==> src/rtl/prog_loader_pkg.sv <==
// Shared types and defaults for the boot-time program loader.
// Latency: n/a (declarations only).
// Backpressure: n/a (declarations only).
package prog_loader_pkg;

  localparam int          WORD_BYTES    = 4;
  localparam logic [7:0]  ACK_BYTE_DFLT = 8'hAA;
  localparam logic [7:0]  NAK_BYTE_DFLT = 8'h55;

  typedef enum logic [2:0] {
    ST_LEN  = 3'd0,
    ST_DATA = 3'd1,
    ST_CHK  = 3'd2,
    ST_ACK  = 3'd3,
    ST_NAK  = 3'd4,
    ST_FIN  = 3'd5,
    ST_HALT = 3'd6
  } state_t;

endpackage

==> src/rtl/prog_loader_byte_assembler.sv <==
// Assembles little-endian 32-bit words from a byte stream (first byte = LSB).
// Latency: combinational; word/word_valid are valid in the cycle the 4th byte arrives.
// Backpressure: none; every rx_valid byte is taken unless clear is high.
// Ports: clk, rstn, rx_valid/rx_data (byte in), clear (drop partial word and
//        ignore input), word (assembled word), word_valid (1-cycle pulse).
module prog_loader_byte_assembler
  import prog_loader_pkg::*;
(
  input  logic        clk,
  input  logic        rstn,
  input  logic        rx_valid,
  input  logic [7:0]  rx_data,
  input  logic        clear,
  output logic [31:0] word,
  output logic        word_valid
);

  // Holds the three bytes already received, newest in the top byte.
  logic [23:0] shift_q;
  logic [1:0]  cnt_q;
  logic        take;

  assign take       = rx_valid && !clear;
  assign word       = {rx_data, shift_q};
  assign word_valid = take && (cnt_q == 2'(WORD_BYTES - 1));

  always_ff @(posedge clk or negedge rstn) begin
    if (!rstn) begin
      shift_q <= '0;
      cnt_q   <= '0;
    end else if (clear) begin
      cnt_q   <= '0;
    end else if (take) begin
      shift_q <= {rx_data, shift_q[23:8]};
      cnt_q   <= cnt_q + 2'd1;
    end
  end

endmodule

==> src/rtl/prog_loader.sv <==
// Boot loader: reads word count + words from UART bytes, writes them to
// instruction memory, then hands memory to the core and sends ACK/NAK.
// Latency: memory write issued 1 cycle after the byte completing a word.
// Backpressure: none on rx (bytes never dropped while loading); tx byte is
//               held until tx_ready.
// Ports: clk, rstn; rx_valid/rx_data in; tx_valid/tx_data/tx_ready out;
//        io_sel/we/en/addr_io/din memory port; done, err status.
// Optional: define PROG_LOADER_CHECKSUM_EN to require a trailing 32-bit
//           wrapping sum of all data words before ACK.
module prog_loader
  import prog_loader_pkg::*;
#(
  parameter logic [31:0] ADDR_BASE = 32'h0000_0000,
  parameter int          MAX_WORDS = 32768,
  parameter logic [7:0]  ACK_BYTE  = ACK_BYTE_DFLT,
  parameter logic [7:0]  NAK_BYTE  = NAK_BYTE_DFLT
) (
  input  logic        clk,
  input  logic        rstn,
  input  logic        rx_valid,
  input  logic [7:0]  rx_data,
  input  logic        tx_ready,
  output logic        tx_valid,
  output logic [7:0]  tx_data,
  output logic        io_sel,
  output logic        we,
  output logic        en,
  output logic [31:0] addr_io,
  output logic [31:0] din,
  output logic        done,
  output logic        err
);

  localparam int IDX_W = $clog2(MAX_WORDS);

`ifdef PROG_LOADER_CHECKSUM_EN
  localparam state_t ST_AFTER_DATA = ST_CHK;
`else
  localparam state_t ST_AFTER_DATA = ST_ACK;
`endif

  state_t             state, nxt;
  logic [31:0]        n_q;
  logic [31:0]        din_q;
  logic [31:0]        addr_q;
  logic               we_q;
  logic [IDX_W-1:0]   idx_q;
  logic [31:0]        word;
  logic               word_valid;
  logic               accept;
  logic               last;

  // Bytes are only consumed while the stream is being parsed.
  assign accept = (state == ST_LEN) || (state == ST_DATA) || (state == ST_CHK);
  assign last   = (32'(idx_q) == (n_q - 32'd1));

  prog_loader_byte_assembler u_asm (
    .clk        (clk),
    .rstn       (rstn),
    .rx_valid   (rx_valid),
    .rx_data    (rx_data),
    .clear      (!accept),
    .word       (word),
    .word_valid (word_valid)
  );

  always_ff @(posedge clk or negedge rstn) begin
    if (!rstn) state <= ST_LEN;
    else       state <= nxt;
  end

  // Write staging is separate from assembly, so a byte arriving during the
  // write cycle already belongs to the next word. Words need 4 bytes, so a
  // new completion can never collide with the pending write.
  always_ff @(posedge clk or negedge rstn) begin
    if (!rstn) begin
      we_q   <= 1'b0;
      din_q  <= '0;
      addr_q <= ADDR_BASE;
      n_q    <= '0;
      idx_q  <= '0;
    end else begin
      we_q <= (state == ST_DATA) && word_valid;
      if ((state == ST_DATA) && word_valid) begin
        din_q  <= word;
        addr_q <= ADDR_BASE + (32'(idx_q) << 2);
      end
      if ((state == ST_LEN) && word_valid) n_q <= word;
      if (we_q && !last) idx_q <= idx_q + IDX_W'(1);
    end
  end

`ifdef PROG_LOADER_CHECKSUM_EN
  logic [31:0] sum_q;

  always_ff @(posedge clk or negedge rstn) begin
    if (!rstn) sum_q <= '0;
    else if ((state == ST_DATA) && word_valid) sum_q <= sum_q + word;
  end
`endif

  always_comb begin
    nxt      = state;
    tx_valid = 1'b0;
    tx_data  = 8'h00;
    io_sel   = 1'b1;
    done     = 1'b0;
    err      = 1'b0;
    case (state)
      ST_LEN: begin
        if (word_valid) begin
          if (word == 32'd0)                nxt = ST_AFTER_DATA;
          else if (word > 32'(MAX_WORDS))   nxt = ST_NAK;
          else                              nxt = ST_DATA;
        end
      end
      ST_DATA: begin
        if (we_q && last) nxt = ST_AFTER_DATA;
      end
`ifdef PROG_LOADER_CHECKSUM_EN
      ST_CHK: begin
        if (word_valid) nxt = (word == sum_q) ? ST_ACK : ST_NAK;
      end
`endif
      ST_ACK: begin
        tx_valid = 1'b1;
        tx_data  = ACK_BYTE;
        if (tx_ready) nxt = ST_FIN;
      end
      ST_NAK: begin
        tx_valid = 1'b1;
        tx_data  = NAK_BYTE;
        err      = 1'b1;
        if (tx_ready) nxt = ST_HALT;
      end
      ST_FIN: begin
        io_sel = 1'b0;
        done   = 1'b1;
      end
      ST_HALT: begin
        err = 1'b1;
      end
      default: nxt = state;
    endcase
  end

  assign we      = we_q;
  assign en      = we_q;
  assign addr_io = addr_q;
  assign din     = din_q;

endmodule

==> config.mk <==
export PLATFORM = sky130hd
export DESIGN_NAME = prog_loader
export DESIGN_NICKNAME = d
export VERILOG_FILES = /design/src/rtl/prog_loader_pkg.sv /design/src/rtl/prog_loader_byte_assembler.sv /design/src/rtl/prog_loader.sv
export SDC_FILE = /design/constraint.sdc
export NUM_CORES = 1
export LEC_CHECK = 0
export ABC_CLOCK_PERIOD_IN_PS = 3100
export BUFFER_PORTS_ARGS = -buffer_cell sky130_fd_sc_hd__buf_2
export CORE_UTILIZATION = 51
export CTS_CLUSTER_DIAMETER = 60
export DETAILED_ROUTE_END_ITERATION = 6
export GPL_ROUTABILITY_DRIVEN = 0
export MAX_ROUTING_LAYER = met4
export PLACE_DENSITY_LB_ADDON = 0.12
export SYNTH_ARGS = -nofsm -noshare
export SYNTH_HDL_FRONTEND = slang
export SYNTH_SLANG_ARGS = --single-unit
==> constraint.sdc <==
create_clock -name clk -period 3.1 [get_ports clk]
set_clock_uncertainty 0.05 [all_clocks]
set_input_delay 0.93 -clock clk [delete_from_list [all_inputs] [get_ports clk]]
set_output_delay 0.93 -clock clk [all_outputs]
set_load 0.01 [all_outputs]
==> impl_metrics.yaml, run 1 <==
global_routing:
  grt_pass1_wl_um: 20400
  grt_max_degree: 53
  first_global_vias: 3902
  antenna_found_initial: 0
  grt.total_usage_pct: 24.1
  overflow: 0
synthesis:
  yosys-mux-area-fraction_pct: 18.9
  synthesis.area_mm2: 0.00578
  synth_fa_ha_area_share_pct: 0.649
  synth_top_area_cell: "dfrtp_1"
  async_flop_share_pct: 100
  synth_ff_type: "dfrtp_1"
  seq_area_frac_synth_pct: 53.7
  netlist-cell-type-count: 49
  synthXorXnorAreaFrac_pct: 5.15
  yosys_warnings: 0
  synth_compound_area_share_pct: 5.24
  synth_area_per_cell_um2: 12.2
  yosys.area.top_type_share_pct: 53.7
  synthCells: 473
  synth_top_family_by_area: "multiplexers"
  synth-simple-area-share_pct: 11.1
  synth_area_leaders: "dfrtp_1 54%, mux2_2 19%, buf_4 3.1%"
  synth_enable_flop_cells: 0
  synth-seq-cells: 124
power_and_ir_drop:
  leakagePower_nw: 3.67
  vdd_ir_drop_max_mv: 0.346
  p_per_area_mw_per_mm2: 515
  power.total_mw: 3.57
critical_path:
  crit_fanout: 8
  worstSetupPathType: "reg2reg"
  r2r_setup_slack_ns: 0.1
  cp_top_family: "simple AND/OR/NAND/NOR gates"
  cp_slowest_cell: "or4_4"
  critPathCaptureType: "flop"
  worstPathArrival_ns: 3.29
  start_kind: "flop"
  crit_buf_inv: 1
  critPathMaxStageDelay_ns: 0.58
  cp.required_ns: 3.39
  crit_chain: "or4_4 > or3_1 > o31ai_2 > mux2_2 > o211ai_2 > o41ai_4 > buf_6 > nor4_2 > xor2_1"
clocking:
  htree_num_levels: 4
  cts.clk_slew.worst_paths_ns: 0.05
  cts_sinks: 124
  clk_root_buffer_cell: "clkbuf_16"
  post_cts_resized: 0
  hold_buffers: 0
  cts_tree: "yes"
  cts_buffers: 17
  clock_latency_ns: 0.42
  post_cts_buffers: 0
  clk_path_buf_depth: 2
min_path:
  hp-class: "in2async"
cells_and_area:
  area_growth_pct: 20.1
  final_nets: 578
  drive_gt1_share_pct: 41.6
  antennaDiodeCount: 0
  final_area_mm2: 0.00694
route:
  avgRoutedWirePerCell_um: 17.3
  wirelength_um: 12400
  route.detailed.drc: 0
  ant_nets: 0
  via_count: 3923
  drt_first_iter_violations: 136
  first_pass_iters: 4
  via_per_inst: 5.49
flow_run:
  drv_cap: 0
floorplan:
  dieArea_mm2: 0.0118
  core_area_mm2: 0.0109
  ioPinCount: 90
  start_util_pct: 52.9
  die_h_um: 108
  rows: 38
  die_w_um: 108
placed_design:
  port_buffers: 72
  place_ws_ns: 0.0145
  hpwl_um: 8830
  place_area_mm2: 0.00633
sta:
  setup_ws_ns: 0.0970
  clock.fmax_mhz: 333
  holdWs_ns: 0.339
  timing.final.crit_share_pct: 96.9
  grt_setup_unrepaired: "true"
  setup_viol: 0
  maxSlewViolCount: 0
  hold_viol_final: 0
  fin_crit_ns: 3.00
outcome:
  outcome: "finished clean"
[path summary, 6_finish.rpt]
check                                start          to  depth (start not counted)
worst min register to register  addr_io[7]  addr_io[7]                          2
max in group asynchronous             rstn     din[11]                          2
worst min-delay path                  rstn      din[1]                          1
min in group clk                addr_io[7]  addr_io[7]                          2
worst max register to register      n_q[0]   idx_q[10]                          9
worst max-delay path                n_q[0]   idx_q[10]                          9
[cells by family after synthesis]
group,count (synthesis)
mux,97
buf+inv,55
simple gates,117
flops,124
compound gates,42
other cells,1
fa+ha+maj,3
xor+xnor,34
[sequential cells by signal, indices dropped and copies added (netlist names)]
register       cells
addr_io           15
din               32
en                 1
idx_q             15
n_q               32
state              3
u_asm.cnt_q        2
u_asm.shift_q     24
[cell usage after synthesis (2+ instances only)]
| cell type | number |
|---|---|
| a21oi_1 | 9 |
| a22oi_1 | 2 |
| a311oi_1 | 2 |
| a31oi_1 | 2 |
| and3_1 | 2 |
| buf_1 | 4 |
| buf_4 | 24 |
| clkbuf_1 | 14 |
| dfrtp_1 | 124 |
| ha_1 | 3 |
| inv_1 | 12 |
| mux2_2 | 95 |
| nand2_1 | 24 |
| nand2b_1 | 4 |
| nand3_1 | 6 |
| nand4_1 | 7 |
| nor2_1 | 19 |
| nor2b_1 | 4 |
| nor3_1 | 13 |
| nor4_1 | 17 |
| nor4_2 | 2 |
| o21ai_0 | 12 |
| o22ai_1 | 2 |
| o41ai_1 | 2 |
| or2_2 | 2 |
| or3_1 | 5 |
| or4_1 | 7 |
| xnor2_1 | 17 |
| xor2_1 | 17 |
[worst reg2reg max path, cell delays in order, from the launching register on]
cell and delay [ns]:
dfrtp_1 0.37, or4_4 0.58, or3_1 0.34, o31ai_2 0.20, mux2_2 0.37, o211ai_2 0.25, o41ai_4 0.13, buf_6 0.16
nor4_2 0.30, xor2_1 0.18
[cell type report]
cell class / count / area, um2
Tap cell: 140 / 175
Timing Repair Buffer: 98 / 572
Multi-Input combinational cell: 310 / 2480
Inverter: 12 / 45.0
Clock buffer: 22 / 474
Clock inverter: 8 / 92.6
Fill cell: 860 / 4000
Sequential cell: 124 / 3100
[cells in the final DEF, fill, tap and decap left out, types with 2 or more instances in the layout]
master       n
or3_1        5
bufinv_16    2
ha_1         3
dfrtp_1    124
or2_2        2
o21ai_0     12
a21oi_1      9
nor3_1      13
xnor2_1     17
nand4_1      7
clkbuf_16   17
a311oi_1     2
buf_2       72
nor4_1      13
mux2_2      95
o22ai_1      2
a31oi_1      2
or4_1        6
buf_4       24
nand2_1     24
nor2b_1      3
xor2_1      17
clkinv_2     5
a22oi_1      2
nor4_2       5
and3_1       2
nand2b_1     4
nor2_1      19
inv_1       12
conb_1      17
nand3_1      6
clkbuf_8     3
clkbuf_1     2
[power by group]
| part | internal (mW) | total [mW] | switching [mW] |
|---|---|---|---|
| registers | 1.62 | 1.62 | 0 |
| logic | 0.0118 | 0.0613 | 0.0494 |
| clock network | 1.23 | 1.89 | 0.662 |
[per-layer routing]
| layer | vias up | share of wire (%) | track usage, % |
|---|---|---|---|
| li1 | 1830 | - | - |
| met1 | 1971 | 46 | 30.7 |
| met2 | 111 | 49 | 37.0 |
| met3 | 11 | 4.0 | 6.09 |
| met4 | 0 | 1.2 | 9.65 |
| met5 | - | 0 | - |
[per-stage QoR]
step	setup TNS, ns	utilization (%)	instances
finish	0	63.5	714
global route	-0.0323	63.5	714
CTS	0	63.0	713
detailed placement	0	57.9	683
global placement	0	57.9	683
floorplan	0	-	489
(Power assumes the default switching activity.)
==> inputs of run 2 (changes only) <==
--- a/config.mk
+++ b/config.mk
@@ -6,7 +6,7 @@
 export NUM_CORES = 1
 export LEC_CHECK = 0
 export ABC_CLOCK_PERIOD_IN_PS = 3100
-export BUFFER_PORTS_ARGS = -buffer_cell sky130_fd_sc_hd__buf_2
+export BUFFER_PORTS_ARGS = -buffer_cell sky130_fd_sc_hd__clkbuf_2
 export CORE_UTILIZATION = 51
 export CTS_CLUSTER_DIAMETER = 60
 export DETAILED_ROUTE_END_ITERATION = 6
==> impl_metrics.yaml, run 2 (synthesized netlist as in run 1, its figures left out) <==
outcome:
  outcome: "finished clean"
clocking:
  post_cts_resized: 0
  clock_latency_ns: 0.41
  cts_sinks: 124
  htree_num_levels: 4
  cts.clk_slew.worst_paths_ns: 0.05
  clk_path_buf_depth: 2
  cts_buffers: 17
  post_cts_buffers: 0
  hold_buffers: 0
  clk_root_buffer_cell: "clkbuf_16"
  cts_tree: "yes"
global_routing:
  grt_pass1_wl_um: 20300
  use_met1_pct: 31.0
  overflow: 0
  met2_usage_pct: 35.6
  first_global_vias: 3863
  top_usage_layer: "met2"
  grt_max_degree: 53
  antenna_found_initial: 0
  grt.total_usage_pct: 23.9
  grtUsageMet3_pct: 6.03
power_and_ir_drop:
  vdd_ir_drop_max_mv: 0.394
  p_per_area_mw_per_mm2: 529
  power.total_mw: 3.65
  leakagePower_nw: 3.58
cells_and_area:
  final_common_cell: "dfrtp_1"
  finalNonFillerCells: 705
  final_cell_mix: "124 x dfrtp_1, 95 x mux2_2, 71 x clkbuf_2"
  fin_util_pct: 63.2
  final_area_mm2: 0.00691
  area_growth_pct: 19.6
  final_nets: 570
  drive_gt1_share_pct: 40.9
  antennaDiodeCount: 0
route:
  ant_nets: 0
  via_per_inst: 5.58
  via_count: 3933
  first_pass_iters: 4
  route.detailed.drc: 0
  avgRoutedWirePerCell_um: 17.5
  drt_first_iter_violations: 180
  wirelength_um: 12400
critical_path:
  r2r_setup_slack_ns: 0.08
  critPathCaptureType: "flop"
  cp_top_family: "simple AND/OR/NAND/NOR gates"
  crit_buf_inv: 1
  r2r_start: "n_q[0]"
  critPathMaxStageDelay_ns: 0.59
  crit_chain: "or4_4 > or3_1 > o31ai_2 > mux2_2 > o211ai_2 > o41ai_4 > buf_6 > nor3_1 > xor2_1"
  cp.required_ns: 3.38
  worstPathArrival_ns: 3.30
  startpoint: "n_q[0]"
  cp_slowest_cell: "or4_4"
  start_kind: "flop"
  worstSetupPathType: "reg2reg"
  crit_fanout: 15
sta:
  setup_ws_ns: 0.0785
  worstMarginPinSlew_ns: 0.599
  slew_headroom_pct: 60.1
  setup_viol: 0
  clock.fmax_mhz: 331
  fin_setup_tns_ns: 0
  hold_viol_final: 0
  fin_crit_ns: 3.02
  holdWs_ns: 0.429
  timing.final.crit_share_pct: 97.5
  maxSlewViolCount: 0
  grt_setup_unrepaired: "true"
min_path:
  hp-start: "addr_io[11]"
  hp-class: "reg2reg"
placed_design:
  place_area_mm2: 0.00627
  place_ws_ns: 0.0758
  hpwl_um: 8720
  port_buffers: 72
  dp.cells: 676
floorplan:
  start_util_pct: 52.9
  dieArea_mm2: 0.0118
  rows: 38
  die_w_um: 108
  core_area_mm2: 0.0109
  ioPinCount: 90
  die_h_um: 108
flow_run:
  drv_cap: 0
run 2: changes by cell type in the layout (fill, tap and decap cells not counted):
cell	before	now
clkinvlp_4	1	2
bufinv_16	2	3
clkinv_2	5	2
nor4_2	5	6
buf_4	24	17
clkbuf_2	0	71
nor4_1	13	12
buf_2	72	0
run 2: power by group:
part           switching [mW]  internal, mW  total (mW)
registers                   0          1.62        1.62
logic                  0.0498        0.0109      0.0607
clock network           0.663          1.31        1.97
total                   0.713          2.94        3.65
run 2: layout make-up:
class,instances,area [um2]
Sequential cell,124,3100
Inverter,12,45.0
Tap cell,140,175
Clock buffer,22,474
Multi-Input combinational cell,310,2480
Clock inverter,7,115
Timing Repair Buffer,90,514
Fill cell,873,4020
run 2: tightest hold or removal path: stages (launching register included):
cell and delay, ns:
dfrtp_1 0.34, nand2_1 0.05, o21ai_0 0.06
run 2: final timing paths:
| kind | end | cells past startpoint |
|---|---|---|
| setup / recovery | idx_q[12] | 9 |
| hold / removal | addr_io[11] | 2 |
| setup reg to reg | idx_q[12] | 9 |
| hold reg to reg | addr_io[11] | 2 |
| max in group asynchronous | n_q[24] | 2 |
| min in group asynchronous | din[1] | 1 |
run 2: layer usage:
metal,wire [um],up-vias
li1,-,1820
met1,5580,1974
met2,6050,121
met3,486,18
met4,246,0
met5,0,-
==> inputs of run 3 (changes only) <==
--- a/config.mk
+++ b/config.mk
@@ -13,6 +13,7 @@
 export GPL_ROUTABILITY_DRIVEN = 0
 export MAX_ROUTING_LAYER = met4
 export PLACE_DENSITY_LB_ADDON = 0.12
+export RECOVER_POWER = 100
 export SYNTH_ARGS = -nofsm -noshare
 export SYNTH_HDL_FRONTEND = slang
 export SYNTH_SLANG_ARGS = --single-unit
==> impl_metrics.yaml, run 3 (synthesized netlist as in run 1, its figures left out) <==
outcome:
  outcome: "finished clean"
clocking:
  cts_tree: "yes"
  cts_sinks: 124
  clk_path_buf_depth: 2
  cts.clk_slew.worst_paths_ns: 0.05
  clock_latency_ns: 0.41
  clk_root_buffer_cell: "clkbuf_16"
  htree_num_levels: 4
  cts_buffers: 17
route:
  via_count: 3921
  ant_nets: 0
  via_per_inst: 5.56
  route.detailed.drc: 0
  wirelength_um: 12400
  first_pass_iters: 4
  drt_first_iter_violations: 194
  avgRoutedWirePerCell_um: 17.6
global_routing:
  overflow: 0
  first_global_vias: 3863
  antenna_found_initial: 0
  grt_pass1_wl_um: 20300
  grt_max_degree: 53
  grt.total_usage_pct: 23.9
sta:
  setup_viol: 0
  maxSlewViolCount: 0
  clock.fmax_mhz: 331
  fin_crit_ns: 3.02
  worstMarginPinSlew_ns: 1.39
  timing.final.crit_share_pct: 97.5
  hold_viol_final: 0
  setup_ws_ns: 0.0761
  slew_headroom_pct: 7.44
  grt_setup_unrepaired: "true"
  fin_setup_tns_ns: 0
floorplan:
  core_area_mm2: 0.0109
  ioPinCount: 90
  rows: 38
  die_w_um: 108
  dieArea_mm2: 0.0118
  die_h_um: 108
  start_util_pct: 52.9
power_and_ir_drop:
  p_per_area_mw_per_mm2: 537
  leakagePower_nw: 3.36
  vdd_ir_drop_max_mv: 0.391
cells_and_area:
  final_common_cell: "dfrtp_1"
  num-fill-cells: 907
  final_nets: 570
  multi_input_area_mm2: 0.00248
  antennaDiodeCount: 0
  fin_util_pct: 62.2
  final_cell_mix: "124 x dfrtp_1, 95 x mux2_2, 64 x clkbuf_1"
  finalNonFillerCells: 705
  register_area_mm2: 0.00310
  drive_gt1_share_pct: 29.7
  area_growth_pct: 17.6
placed_design:
  port_buffers: 72
  place_ws_ns: 0.0758
  dp.cells: 676
  hpwl_um: 8720
critical_path:
  worstSetupPathType: "reg2reg"
  critPathMaxStageDelay_ns: 0.59
  start_kind: "flop"
  critPathCaptureType: "flop"
  cp.required_ns: 3.38
  worstPathArrival_ns: 3.30
  crit_fanout: 15
  cp_slowest_cell: "or4_4"
  crit_chain: "or4_4 > or3_1 > o31ai_2 > mux2_2 > o211ai_2 > o41ai_4 > buf_6 > nor3_1 > xor2_1"
  cp_top_family: "simple AND/OR/NAND/NOR gates"
  crit_buf_inv: 1
min_path:
  hp-class: "reg2reg"
flow_run:
  drv_cap: 0
[run 3: changes by cell type in the layout (fill, tap and decap cells not counted), sizes merged]
cell	before	now
buf	19	13
clkbuf	93	99
[run 3: final timing paths]
kind	from	end	slack (ns)	depth (start not counted)
worst min register to register	addr_io[7]	addr_io[7]	0.43	2
min in group asynchronous	rstn	addr_io[14]	0.69	1
worst max-delay path	n_q[0]	idx_q[12]	0.08	9
worst min-delay path	addr_io[7]	addr_io[7]	0.43	2
max in group asynchronous	rstn	n_q[20]	0.58	2
worst max register to register	n_q[0]	idx_q[12]	0.08	9
[run 3: per-stage QoR]
| step | instance area (um2) | hold WS (ns) | total power [mW] |
|---|---|---|---|
| after floorplan | 5840 | 0.422 | 1.68 |
| after global placement | 6270 | 0.416 | 1.71 |
| after detailed placement | 6270 | 0.423 | 1.71 |
| after CTS | 6860 | 0.434 | 3.69 |
| after global routing | 6800 | 0.461 | 3.77 |
| final | 6800 | 0.427 | 3.65 |
[run 3: worst min-delay path: cells and delay by family (launching register included)]
family	cells	cell delay [ns]
flops	1	0.34
simple gates	1	0.04
compound gates	1	0.06
[run 3: cell type report]
class | instances | share of cell area (%)
Timing Repair Buffer | 90 | 5.98
Clock inverter | 7 | 1.69
Clock buffer | 22 | 6.98
Inverter | 12 | 0.663
Multi-Input combinational cell | 310 | 36.5
Sequential cell | 124 | 45.6
Tap cell | 140 | 2.58
[run 3: power breakdown]
group / switching [mW] / internal, mW
sequential: 0 / 1.62
combinational: 0.0496 / 0.00772
clock: 0.662 / 1.31
total: 0.711 / 2.94
[run 3: what timing repair did]
| action | CTS | global route |
|---|---|---|
| gates resized for setup | 0 | 8 |
| setup buffers | 0 | 0 |
| hold buffers | 0 | 0 |
| setup endpoints to repair | 0 | 14 |
[run 3: layer usage]
| metal | wire [um] | GRT usage (%) | share of wire (%) |
|---|---|---|---|
| met4 | 257 | 10.0 | 2.1 |
| met3 | 511 | 6.03 | 4.1 |
| met1 | 5590 | 31.0 | 45 |
| met5 | 0 | - | 0 |
| met2 | 6020 | 35.6 | 49 |
